`config.mk`:
```
export PLATFORM = sky130hd
export DESIGN_NAME = pipeline_hazard_ctrl_flat
export DESIGN_NICKNAME = d
export VERILOG_FILES = /design/src/rtl/pipeline_hazard_ctrl_if.sv /design/src/rtl/pipeline_hazard_ctrl.sv /design/src/flat_wrapper.sv
export SDC_FILE = /design/constraint.sdc
export NUM_CORES = 1
export LEC_CHECK = 0
export CAP_MARGIN = 5
export CORE_AREA = 2 2 95 79
export DETAILED_ROUTE_END_ITERATION = 10
export DIE_AREA = 0 0 97 81
export PLACE_DENSITY = 0.88
export SETUP_SLACK_MARGIN = 0.4
export SLEW_MARGIN = 25
export SYNTH_ARGS = -nofsm -noshare
export SYNTH_HDL_FRONTEND = slang
export SYNTH_SLANG_ARGS = --single-unit
```
`constraint.sdc`:
```
create_clock -name clk -period 8 [get_ports clk]
set_input_delay 2 -clock clk [delete_from_list [all_inputs] [get_ports clk]]
set_output_delay 2 -clock clk [all_outputs]
set_load 0.05 [all_outputs]
```
`src/rtl/pipeline_hazard_ctrl_if.sv`:
```
// Pipeline hazard control bus: decode/writeback/branch/memory status in, stage controls out.
//   master : pipeline side, drives hazard sources and consumes stage controls
//   slave  : hazard controller, consumes hazard sources and drives stage controls
interface pipeline_hazard_ctrl_if;
    logic [4:0] id_rs_addr;
    logic [4:0] id_rt_addr;
    logic       id_uses_rs;
    logic       id_uses_rt;
    logic       ex_shouldWriteRegister;
    logic [4:0] ex_registerWriteAddress;
    logic       mem_shouldWriteRegister;
    logic [4:0] mem_registerWriteAddress;
    logic       id_shouldJumpOrBranch;
    logic       mem_access;
    logic       MIO_ready;

    logic       pc_en;
    logic       if_id_en;
    logic       if_id_flush;
    logic       id_ex_en;
    logic       id_ex_bubble;
    logic       ex_mem_en;
    logic       mem_wb_bubble;
    logic       raw_stall;

    modport master (
        output id_rs_addr, id_rt_addr, id_uses_rs, id_uses_rt,
               ex_shouldWriteRegister, ex_registerWriteAddress,
               mem_shouldWriteRegister, mem_registerWriteAddress,
               id_shouldJumpOrBranch, mem_access, MIO_ready,
        input  pc_en, if_id_en, if_id_flush, id_ex_en, id_ex_bubble,
               ex_mem_en, mem_wb_bubble, raw_stall
    );

    modport slave (
        input  id_rs_addr, id_rt_addr, id_uses_rs, id_uses_rt,
               ex_shouldWriteRegister, ex_registerWriteAddress,
               mem_shouldWriteRegister, mem_registerWriteAddress,
               id_shouldJumpOrBranch, mem_access, MIO_ready,
        output pc_en, if_id_en, if_id_flush, id_ex_en, id_ex_bubble,
               ex_mem_en, mem_wb_bubble, raw_stall
    );
endinterface

```
`src/rtl/pipeline_hazard_ctrl.sv`:
```
// Central stall/flush sequencer for the 5-stage pipeline.
// Stage controls are combinational from current state and inputs; the memory-wait
// FSM, sticky timeout flag and saturating performance counters update on clk.
//   clk, rst       : clock, synchronous active-high reset
//   bus (slave)    : hazard sources in, stage enables/bubbles/flush and raw_stall out
//   fsm_state      : 00 RUN, 01 MEM_WAIT, 10 ERROR
//   mem_timeout    : sticky, set on entry to ERROR
//   stall_count    : RAW bubble cycles
//   memwait_count  : memory freeze cycles (ERROR excluded)
//   flush_count    : IF/ID flushes issued
module pipeline_hazard_ctrl #(
    parameter int unsigned MEM_TIMEOUT = 255,
    parameter int unsigned CNT_W       = 16
) (
    input  logic                 clk,
    input  logic                 rst,
    pipeline_hazard_ctrl_if.slave bus,
    output logic [1:0]           fsm_state,
    output logic                 mem_timeout,
    output logic [CNT_W-1:0]     stall_count,
    output logic [CNT_W-1:0]     memwait_count,
    output logic [CNT_W-1:0]     flush_count
);

    localparam int unsigned WAIT_W = 16;
    localparam logic [WAIT_W-1:0] WAIT_LIMIT = WAIT_W'(MEM_TIMEOUT);
    localparam logic [CNT_W-1:0]  CNT_MAX    = '1;

    typedef enum logic [1:0] {
        stRun     = 2'b00,
        stMemWait = 2'b01,
        stError   = 2'b10
    } state_t;

    state_t            state;
    logic [WAIT_W-1:0] waitCnt;
    logic              hazard;
    logic              freeze;
    logic              rawStall;
    logic              ifIdFlush;

    // RAW check for one source operand against EX and MEM writers; $0 never hazards.
    function automatic logic srcHazard(input logic uses, input logic [4:0] addr);
        return uses && (addr != 5'd0) &&
               ((bus.ex_shouldWriteRegister  && (bus.ex_registerWriteAddress  == addr)) ||
                (bus.mem_shouldWriteRegister && (bus.mem_registerWriteAddress == addr)));
    endfunction

    assign hazard = srcHazard(bus.id_uses_rs, bus.id_rs_addr) ||
                    srcHazard(bus.id_uses_rt, bus.id_rt_addr);

    assign freeze = ((state == stRun) && bus.mem_access && !bus.MIO_ready) ||
                    ((state == stMemWait) && !bus.MIO_ready) ||
                    (state == stError);

    // Stage control priority: reset, freeze, RAW hazard (branch deferred), branch flush, run.
    always_comb begin
        bus.pc_en         = 1'b0;
        bus.if_id_en      = 1'b0;
        bus.id_ex_en      = 1'b0;
        bus.id_ex_bubble  = 1'b0;
        bus.ex_mem_en     = 1'b0;
        bus.mem_wb_bubble = 1'b0;
        rawStall          = 1'b0;
        ifIdFlush         = 1'b0;
        if (rst) begin
            // everything held low
        end else if (freeze) begin
            bus.mem_wb_bubble = 1'b1;
        end else if (hazard) begin
            rawStall         = 1'b1;
            bus.id_ex_bubble = 1'b1;
            bus.id_ex_en     = 1'b1;
            bus.ex_mem_en    = 1'b1;
        end else begin
            bus.pc_en     = 1'b1;
            bus.if_id_en  = 1'b1;
            bus.id_ex_en  = 1'b1;
            bus.ex_mem_en = 1'b1;
            ifIdFlush     = bus.id_shouldJumpOrBranch;
        end
    end

    assign bus.raw_stall   = rawStall;
    assign bus.if_id_flush = ifIdFlush;
    assign fsm_state       = state;

    // Memory-wait FSM, timeout flag and saturating counters.
    always_ff @(posedge clk) begin
        if (rst) begin
            state         <= stRun;
            waitCnt       <= '0;
            mem_timeout   <= 1'b0;
            stall_count   <= '0;
            memwait_count <= '0;
            flush_count   <= '0;
        end else begin
            case (state)
                stRun: begin
                    if (bus.mem_access && !bus.MIO_ready) begin
                        state   <= stMemWait;
                        waitCnt <= WAIT_W'(1);
                    end
                end
                stMemWait: begin
                    // a late MIO_ready beats the timeout in the same cycle
                    if (bus.MIO_ready) begin
                        state   <= stRun;
                        waitCnt <= '0;
                    end else if (waitCnt == WAIT_LIMIT) begin
                        state       <= stError;
                        mem_timeout <= 1'b1;
                    end else begin
                        waitCnt <= waitCnt + WAIT_W'(1);
                    end
                end
                stError: begin
                    mem_timeout <= 1'b1;
                end
                default: begin
                    state   <= stRun;
                    waitCnt <= '0;
                end
            endcase

            if (rawStall && (stall_count != CNT_MAX))
                stall_count <= stall_count + CNT_W'(1);
            if (freeze && (state != stError) && (memwait_count != CNT_MAX))
                memwait_count <= memwait_count + CNT_W'(1);
            if (ifIdFlush && (flush_count != CNT_MAX))
                flush_count <= flush_count + CNT_W'(1);
        end
    end

endmodule

```
`src/flat_wrapper.sv`:
```
// flat-port wrapper written by rule: the top's interface ports become plain ports
module pipeline_hazard_ctrl_flat 
#(
    parameter int unsigned MEM_TIMEOUT = 255,
    parameter int unsigned CNT_W       = 16
)
  (clk, rst, fsm_state, mem_timeout, stall_count, memwait_count, flush_count, bus_id_rs_addr, bus_id_rt_addr, bus_id_uses_rs, bus_id_uses_rt, bus_ex_shouldWriteRegister, bus_ex_registerWriteAddress, bus_mem_shouldWriteRegister, bus_mem_registerWriteAddress, bus_id_shouldJumpOrBranch, bus_mem_access, bus_MIO_ready, bus_pc_en, bus_if_id_en, bus_if_id_flush, bus_id_ex_en, bus_id_ex_bubble, bus_ex_mem_en, bus_mem_wb_bubble, bus_raw_stall);
  pipeline_hazard_ctrl_if bus_i ();
  input  logic clk;
  input  logic rst;
  output logic [1:0] fsm_state;
  output logic mem_timeout;
  output logic [CNT_W-1:0] stall_count;
  output logic [CNT_W-1:0] memwait_count;
  output logic [CNT_W-1:0] flush_count;
  input wire logic [$bits(bus_i.id_rs_addr)-1:0] bus_id_rs_addr;
  input wire logic [$bits(bus_i.id_rt_addr)-1:0] bus_id_rt_addr;
  input wire logic [$bits(bus_i.id_uses_rs)-1:0] bus_id_uses_rs;
  input wire logic [$bits(bus_i.id_uses_rt)-1:0] bus_id_uses_rt;
  input wire logic [$bits(bus_i.ex_shouldWriteRegister)-1:0] bus_ex_shouldWriteRegister;
  input wire logic [$bits(bus_i.ex_registerWriteAddress)-1:0] bus_ex_registerWriteAddress;
  input wire logic [$bits(bus_i.mem_shouldWriteRegister)-1:0] bus_mem_shouldWriteRegister;
  input wire logic [$bits(bus_i.mem_registerWriteAddress)-1:0] bus_mem_registerWriteAddress;
  input wire logic [$bits(bus_i.id_shouldJumpOrBranch)-1:0] bus_id_shouldJumpOrBranch;
  input wire logic [$bits(bus_i.mem_access)-1:0] bus_mem_access;
  input wire logic [$bits(bus_i.MIO_ready)-1:0] bus_MIO_ready;
  output wire logic [$bits(bus_i.pc_en)-1:0] bus_pc_en;
  output wire logic [$bits(bus_i.if_id_en)-1:0] bus_if_id_en;
  output wire logic [$bits(bus_i.if_id_flush)-1:0] bus_if_id_flush;
  output wire logic [$bits(bus_i.id_ex_en)-1:0] bus_id_ex_en;
  output wire logic [$bits(bus_i.id_ex_bubble)-1:0] bus_id_ex_bubble;
  output wire logic [$bits(bus_i.ex_mem_en)-1:0] bus_ex_mem_en;
  output wire logic [$bits(bus_i.mem_wb_bubble)-1:0] bus_mem_wb_bubble;
  output wire logic [$bits(bus_i.raw_stall)-1:0] bus_raw_stall;
  assign bus_i.id_rs_addr = bus_id_rs_addr;
  assign bus_i.id_rt_addr = bus_id_rt_addr;
  assign bus_i.id_uses_rs = bus_id_uses_rs;
  assign bus_i.id_uses_rt = bus_id_uses_rt;
  assign bus_i.ex_shouldWriteRegister = bus_ex_shouldWriteRegister;
  assign bus_i.ex_registerWriteAddress = bus_ex_registerWriteAddress;
  assign bus_i.mem_shouldWriteRegister = bus_mem_shouldWriteRegister;
  assign bus_i.mem_registerWriteAddress = bus_mem_registerWriteAddress;
  assign bus_i.id_shouldJumpOrBranch = bus_id_shouldJumpOrBranch;
  assign bus_i.mem_access = bus_mem_access;
  assign bus_i.MIO_ready = bus_MIO_ready;
  assign bus_pc_en = bus_i.pc_en;
  assign bus_if_id_en = bus_i.if_id_en;
  assign bus_if_id_flush = bus_i.if_id_flush;
  assign bus_id_ex_en = bus_i.id_ex_en;
  assign bus_id_ex_bubble = bus_i.id_ex_bubble;
  assign bus_ex_mem_en = bus_i.ex_mem_en;
  assign bus_mem_wb_bubble = bus_i.mem_wb_bubble;
  assign bus_raw_stall = bus_i.raw_stall;
  pipeline_hazard_ctrl #(.MEM_TIMEOUT(MEM_TIMEOUT), .CNT_W(CNT_W)) u_core (.clk(clk), .rst(rst), .bus(bus_i), .fsm_state(fsm_state), .mem_timeout(mem_timeout), .stall_count(stall_count), .memwait_count(memwait_count), .flush_count(flush_count));
endmodule
```
=== Word-level counts from Yosys, hierarchy flattened ===
Cells that the tools add are included.

* Add/subtract/negate cells: 4
* Multipliers: 0
* Divide/modulo/power cells: 0
* $lt $le $gt $ge: 0
* Eq/ne operators: 16
* Shift-type cells: 0
* Mux-type cells: 24
* Bitwise logic cells: 1
* Reductions and logical operators: 29

{| class="wikitable"
|+ Operator list
! cell !! number
|-
| 16-bit by 1-bit adder with 16-bit output (second input constant) || 4
|-
| 16-bit 2-to-1 mux || 3
|-
| 16-bit != test (second input constant) || 3
|-
| 16-bit case mux with 3 select lines || 1
|-
| 5-bit equality test || 4
|-
| 16-bit by 8-bit equality test with 1-bit output (second input constant) || 1
|-
| 1-bit logical AND || 16
|-
| 1-bit 2-to-1 mux || 15
|-
| 5-bit nonzero test || 2
|-
| 3-bit AND reduction || 3
|-
| 2-bit != test (second input constant) || 4
|-
| 2-bit 2-to-1 mux || 3
|-
| 3-bit != test (second input constant) || 2
|-
| 2-bit case mux with 3 select lines || 1
|-
| 1-bit logical OR || 5
|-
| 2-bit by 1-bit equality test with 1-bit output (second input constant) || 1
|-
| 2-bit equality test (second input constant) || 1
|-
| 2-bit zero test || 1
|-
| 1-bit case mux with 2 select lines || 1
|-
| 2-bit nonzero test || 1
|-
| 1-bit zero test || 1
|-
| 1-bit NOT || 1
|}

* Bits in registers: 67
* Bits in latches: 0
* Bits in writable memories: 0
* Memory bits (read-only): 0
* Input port bits: 29
* Logic and storage cells: 80
* Memories kept: 0

=== Depth between registers and ports, before layout ===
* Depth in word-level cells: 9
* Mapped depth: 9
* Depth with buffers taken out: 7

=== Worst setup path after synthesis ===
Ideal clock, no wire load.

* Kind: input to output
* From: in bus_id_rs_addr[3]
* To: out bus_raw_stall
* Arrival: 4.132 ns
* Setup slack: 1.868 ns
* Cell stages on the path: 8
* Path through: xor2_1 -> nor4_1 -> a32oi_1 -> o22a_2 -> buf_6 -> buf_2 -> nor2_1 -> buf_4

* Word-level cells in the longest chain between the ends: 8

{| class="wikitable"
|+ Ends and longest elaborated chain
! item !! RTL line !! RTL
|-
| start, declared || flat_wrapper.sv:16 || <nowiki>input wire logic [$bits(bus_i.id_rs_addr)-1:0] bus_id_rs_addr;</nowiki>
|-
| 5-bit equality test, on equally long branches || pipeline_hazard_ctrl.sv:45, pipeline_hazard_ctrl.sv:46 ||
|-
| 1-bit logical AND, on equally long branches || pipeline_hazard_ctrl.sv:45, pipeline_hazard_ctrl.sv:46 ||
|-
| 1-bit logical OR || pipeline_hazard_ctrl.sv:45 || <nowiki>((bus.ex_shouldWriteRegister && (bus.ex_registerWriteAddress == addr)) ||</nowiki>
|-
| 1-bit logical AND (*) || pipeline_hazard_ctrl.sv:44 || <nowiki>return uses && (addr != 5'd0) &&</nowiki>
|-
| 1-bit logical OR (*) || pipeline_hazard_ctrl.sv:49 || <nowiki>assign hazard = srcHazard(bus.id_uses_rs, bus.id_rs_addr) ||</nowiki>
|-
| 1-bit 2-to-1 mux (*) (3 in a row) || - ||
|-
| end, declared || flat_wrapper.sv:34 || <nowiki>output wire logic [$bits(bus_i.raw_stall)-1:0] bus_raw_stall;</nowiki>
|}

Mark *: on every way between the ends. The rest lies on a longest branch, timed or not.

=== Worst setup path after layout ===
* From: in bus_id_rs_addr[3]
* To: out bus_id_ex_bubble

* Word-level cells in the longest chain between the ends: 8

{| class="wikitable"
|+ Ends and longest elaborated chain
! item !! RTL line !! RTL
|-
| 5-bit equality test, on equally long branches || pipeline_hazard_ctrl.sv:45, pipeline_hazard_ctrl.sv:46 ||
|-
| 1-bit logical AND, on equally long branches || pipeline_hazard_ctrl.sv:45, pipeline_hazard_ctrl.sv:46 ||
|-
| 1-bit logical OR || pipeline_hazard_ctrl.sv:45 ||
|-
| 1-bit logical AND (*) || pipeline_hazard_ctrl.sv:44 ||
|-
| 1-bit logical OR (*) || pipeline_hazard_ctrl.sv:49 ||
|-
| 1-bit 2-to-1 mux (*) || pipeline_hazard_ctrl.sv:70 || <nowiki>end else if (hazard) begin</nowiki>
|-
| 1-bit 2-to-1 mux (*) || pipeline_hazard_ctrl.sv:68 || <nowiki>end else if (freeze) begin</nowiki>
|-
| 1-bit 2-to-1 mux (*) || pipeline_hazard_ctrl.sv:66 || <nowiki>if (rst) begin</nowiki>
|-
| end, declared || flat_wrapper.sv:31 || <nowiki>output wire logic [$bits(bus_i.id_ex_bubble)-1:0] bus_id_ex_bubble;</nowiki>
|}

Marks and branches as above.

==> impl_metrics.env <==
export IMPL_drtIter0Drc=212
export IMPL_n_antenna_cell=0
export IMPL_crit_fanout=34
export IMPL_crit_path_frequent_cell="clkdlybuf4s50_1"
export IMPL_post_route_period_util_pct=85.61
export IMPL_grt_max_degree=59
export IMPL_tns_ns=0
export IMPL_clk_latency_ns=0.36
export IMPL_post_synth_top_count_cell="dfxtp_1"
export IMPL_async_reset_ff_share_pct=0
export IMPL_hp_class="reg2reg"
export IMPL_power_density_mw_per_mm2=154.7
export IMPL_syn_nets=473
export IMPL_worst_path_buf_inv=2
export IMPL_num_rows=28
export IMPL_start_util_pct=51.65
export IMPL_clockRootBuffer="clkbuf_8"
export IMPL_yosys_warnings=0
export IMPL_crit_type="in2out"
export IMPL_gp_congestion=0.8150
export IMPL_vias_per_cell=5.976
export IMPL_grt_pass1_wl_um=14530
export IMPL_rsz0062_at_grt="no"
export IMPL_hold_ws_ns=0.4644
export IMPL_antenna_found_initial=0
export IMPL_ir_drop_uv=198.9
export IMPL_grt_usage_pct=22.51
export IMPL_clockBufferDepth=2
export IMPL_synth_cell_area_mm2=0.003637
export IMPL_wl_per_cell_um=15.06
export IMPL_cts_hold_buf=0
export IMPL_cp_required_ns=6.00
export IMPL_wl_um=9249
export IMPL_cts_buffers=9
export IMPL_finalHoldViolations=0
export IMPL_finalClockSkew_ns=0.009562
export IMPL_setup_violations=0
export IMPL_yosysUniqueCellTypes=57
export IMPL_post_cts_repair_setup_buffers=0
export IMPL_vias=3669
export IMPL_maxSlewViolCount=0
export IMPL_run_status="finished clean"
export IMPL_worstMarginPinSlew_ns=0.7006
export IMPL_relSlewSlack_pct=53.01
export IMPL_fmax_mhz=146.0
export IMPL_arrival_ns=4.85
export IMPL_finalNetCount=552
export IMPL_place_area_mm2=0.004531
export IMPL_maxCapViolations=0
export IMPL_layout_drive_gt1_share_pct=6.679
export IMPL_core_area_mm2=0.007042
export IMPL_synth_common_cells="dfxtp_1, nor2_1, xor2_1, a21oi_1, nand2_1"
export IMPL_synthTopCellsByArea="dfxtp_1, xor2_1, nor2_1, nand4_1, a21oi_1"
export IMPL_die_h_um=81
export IMPL_final_area_mm2=0.004756
export IMPL_endpoint_kind="output port"
export IMPL_synth_seq_cells=67
export IMPL_period_minus_slack_ns=6.849
export IMPL_cts_max_level=3
export IMPL_die_area_mm2=0.007857
export IMPL_power_leakage_nw=1.586
export IMPL_cpLargestDelayFamily="buffers and inverters"
export IMPL_dieWidth_um=97
export IMPL_ioPinCount=88
export IMPL_grt_pass1_vias=3204
export IMPL_ys_seq_area_share_pct=36.88
export IMPL_cts_tree="yes"
export IMPL_crit_chain="clkdlybuf4s50_1 -> xor2_1 -> nor4_1 -> a32oi_1 -> o22a_2 -> nor2_1 -> clkdlybuf4s50_1"
export IMPL_yosysTopAreaCell="dfxtp_1"
export IMPL_hpwl_um=6569
export IMPL_start_kind="primary input"
export IMPL_firstDrtPassIters=5
export IMPL_clkSinkCount=67
export IMPL_synth_flop_cell="dfxtp_1"
export IMPL_synthCells=440
export IMPL_post_cts_resized=0
export IMPL_fillers=571
export IMPL_critPathSlowestCell="clkdlybuf4s50_1"
export IMPL_synthDominantCellAreaShare_pct=36.88
export IMPL_synth_edf_count=0
export IMPL_area_growth_synth_to_final_pct=30.75
export IMPL_slowest_delay_ns=0.86
export IMPL_synth_area_per_cell_um2=8.266
export IMPL_drc=0
export IMPL_grt_overflow=0
export IMPL_drtAntennaViolNets=0
export IMPL_cts_reportedPaths_clkPinSlew_ns=0.07
export IMPL_portBuffers=87
==> cell families after synthesis <==
logic type	after synthesis	share of synthesized area, %
AND/OR/NAND/NOR	201	29.72
AO/OA/AOI/OAI	86	15.69
flip-flops	67	36.88
XOR/XNOR	45	10.84
buffers and inverters	32	3.990
multiplexers	5	1.514
adder cells (fa/ha/maj)	4	1.376
==> registers in the layout, indices dropped and copies added, names as in the netlist <==
| signal | count |
|---|---|
| u_core.flush_count | 16 |
| u_core.memwait_count | 16 |
| u_core.stall_count | 16 |
| u_core.waitCnt | 16 |
| u_core.fsm_state | 2 |
| u_core.mem_timeout | 1 |
==> layout make-up <==
class	instances	area [um^2]	area share [%]
Inverter	10	37.54	0.7893
Tap cell	90	112.6	2.368
Timing Repair Buffer	90	888.4	18.68
Multi-Input combinational cell	341	2151	45.22
Sequential cell	67	1341	28.20
Clock inverter	7	101.3	2.131
Clock buffer	9	123.9	2.605
==> power breakdown <==
| group | switching (W) | internal [W] | leakage, nW |
|---|---|---|---|
| clock | 0.000139 | 0.000177 | 0.106 |
| combinational | 0.0000498 | 0.0000311 | 0.940 |
| sequential | 0.00000298 | 0.000335 | 0.540 |
| total | 0.000192 | 0.000544 | 1.59 |
==> metal layers <==
layer | track usage, % | vias up | wire length [um]
met1 | 27.82 | 1755 | 4083
met5 | 0 | - | 0
li1 | - | 1794 | -
met4 | 8.592 | 0 | 121
met2 | 38.68 | 104 | 4548
met3 | 5.336 | 16 | 496
==> worst min-delay path, stage by stage (launching register included) <==
cell     delay (ns)
dfxtp_1        0.31
inv_1          0.05
a31oi_1        0.06
==> worst paths after layout <==
kind	startpoint	endpoint	slack, ns	cells after the start
worst min register to register	u_core.mem_timeout	u_core.mem_timeout	0.46	2
worst min-delay path	u_core.mem_timeout	u_core.mem_timeout	0.46	2
worst max-delay path	bus_id_rs_addr[3]	bus_id_ex_bubble	1.15	7
worst max register to register	u_core.fsm_state[0]	u_core.flush_count[6]	5.66	6
==> cells in the final DEF, fill, tap and decap left out, types with 16 or more instances in the layout <==
cell type,netlist,final
or4_1,18,18
o31ai_1,16,16
a21oi_1,30,30
nand2_1,28,28
clkdlybuf4s50_1,0,86
dfxtp_1,67,67
nand4_1,27,27
xor2_1,35,35
nand3_1,20,20
nor2_1,49,49
==> per-stage QoR <==
stage / utilization (%) / worst slack (ns) / std cells / total power, W
2_1_floorplan: - / 1.868 / 440 / 0.0003932
3_3_place_gp: 64.34 / 1.202 / 598 / 0.0004237
3_5_place_dp: 64.34 / 1.145 / 598 / 0.0004261
4_1_cts: 67.54 / 1.148 / 614 / 0.0007384
5_1_grt: 67.54 / 0.9920 / 614 / 0.0007606
6_report: 67.54 / 1.151 / 614 / 0.0007355
No activity file was read; power rests on OpenSTA's default activity.
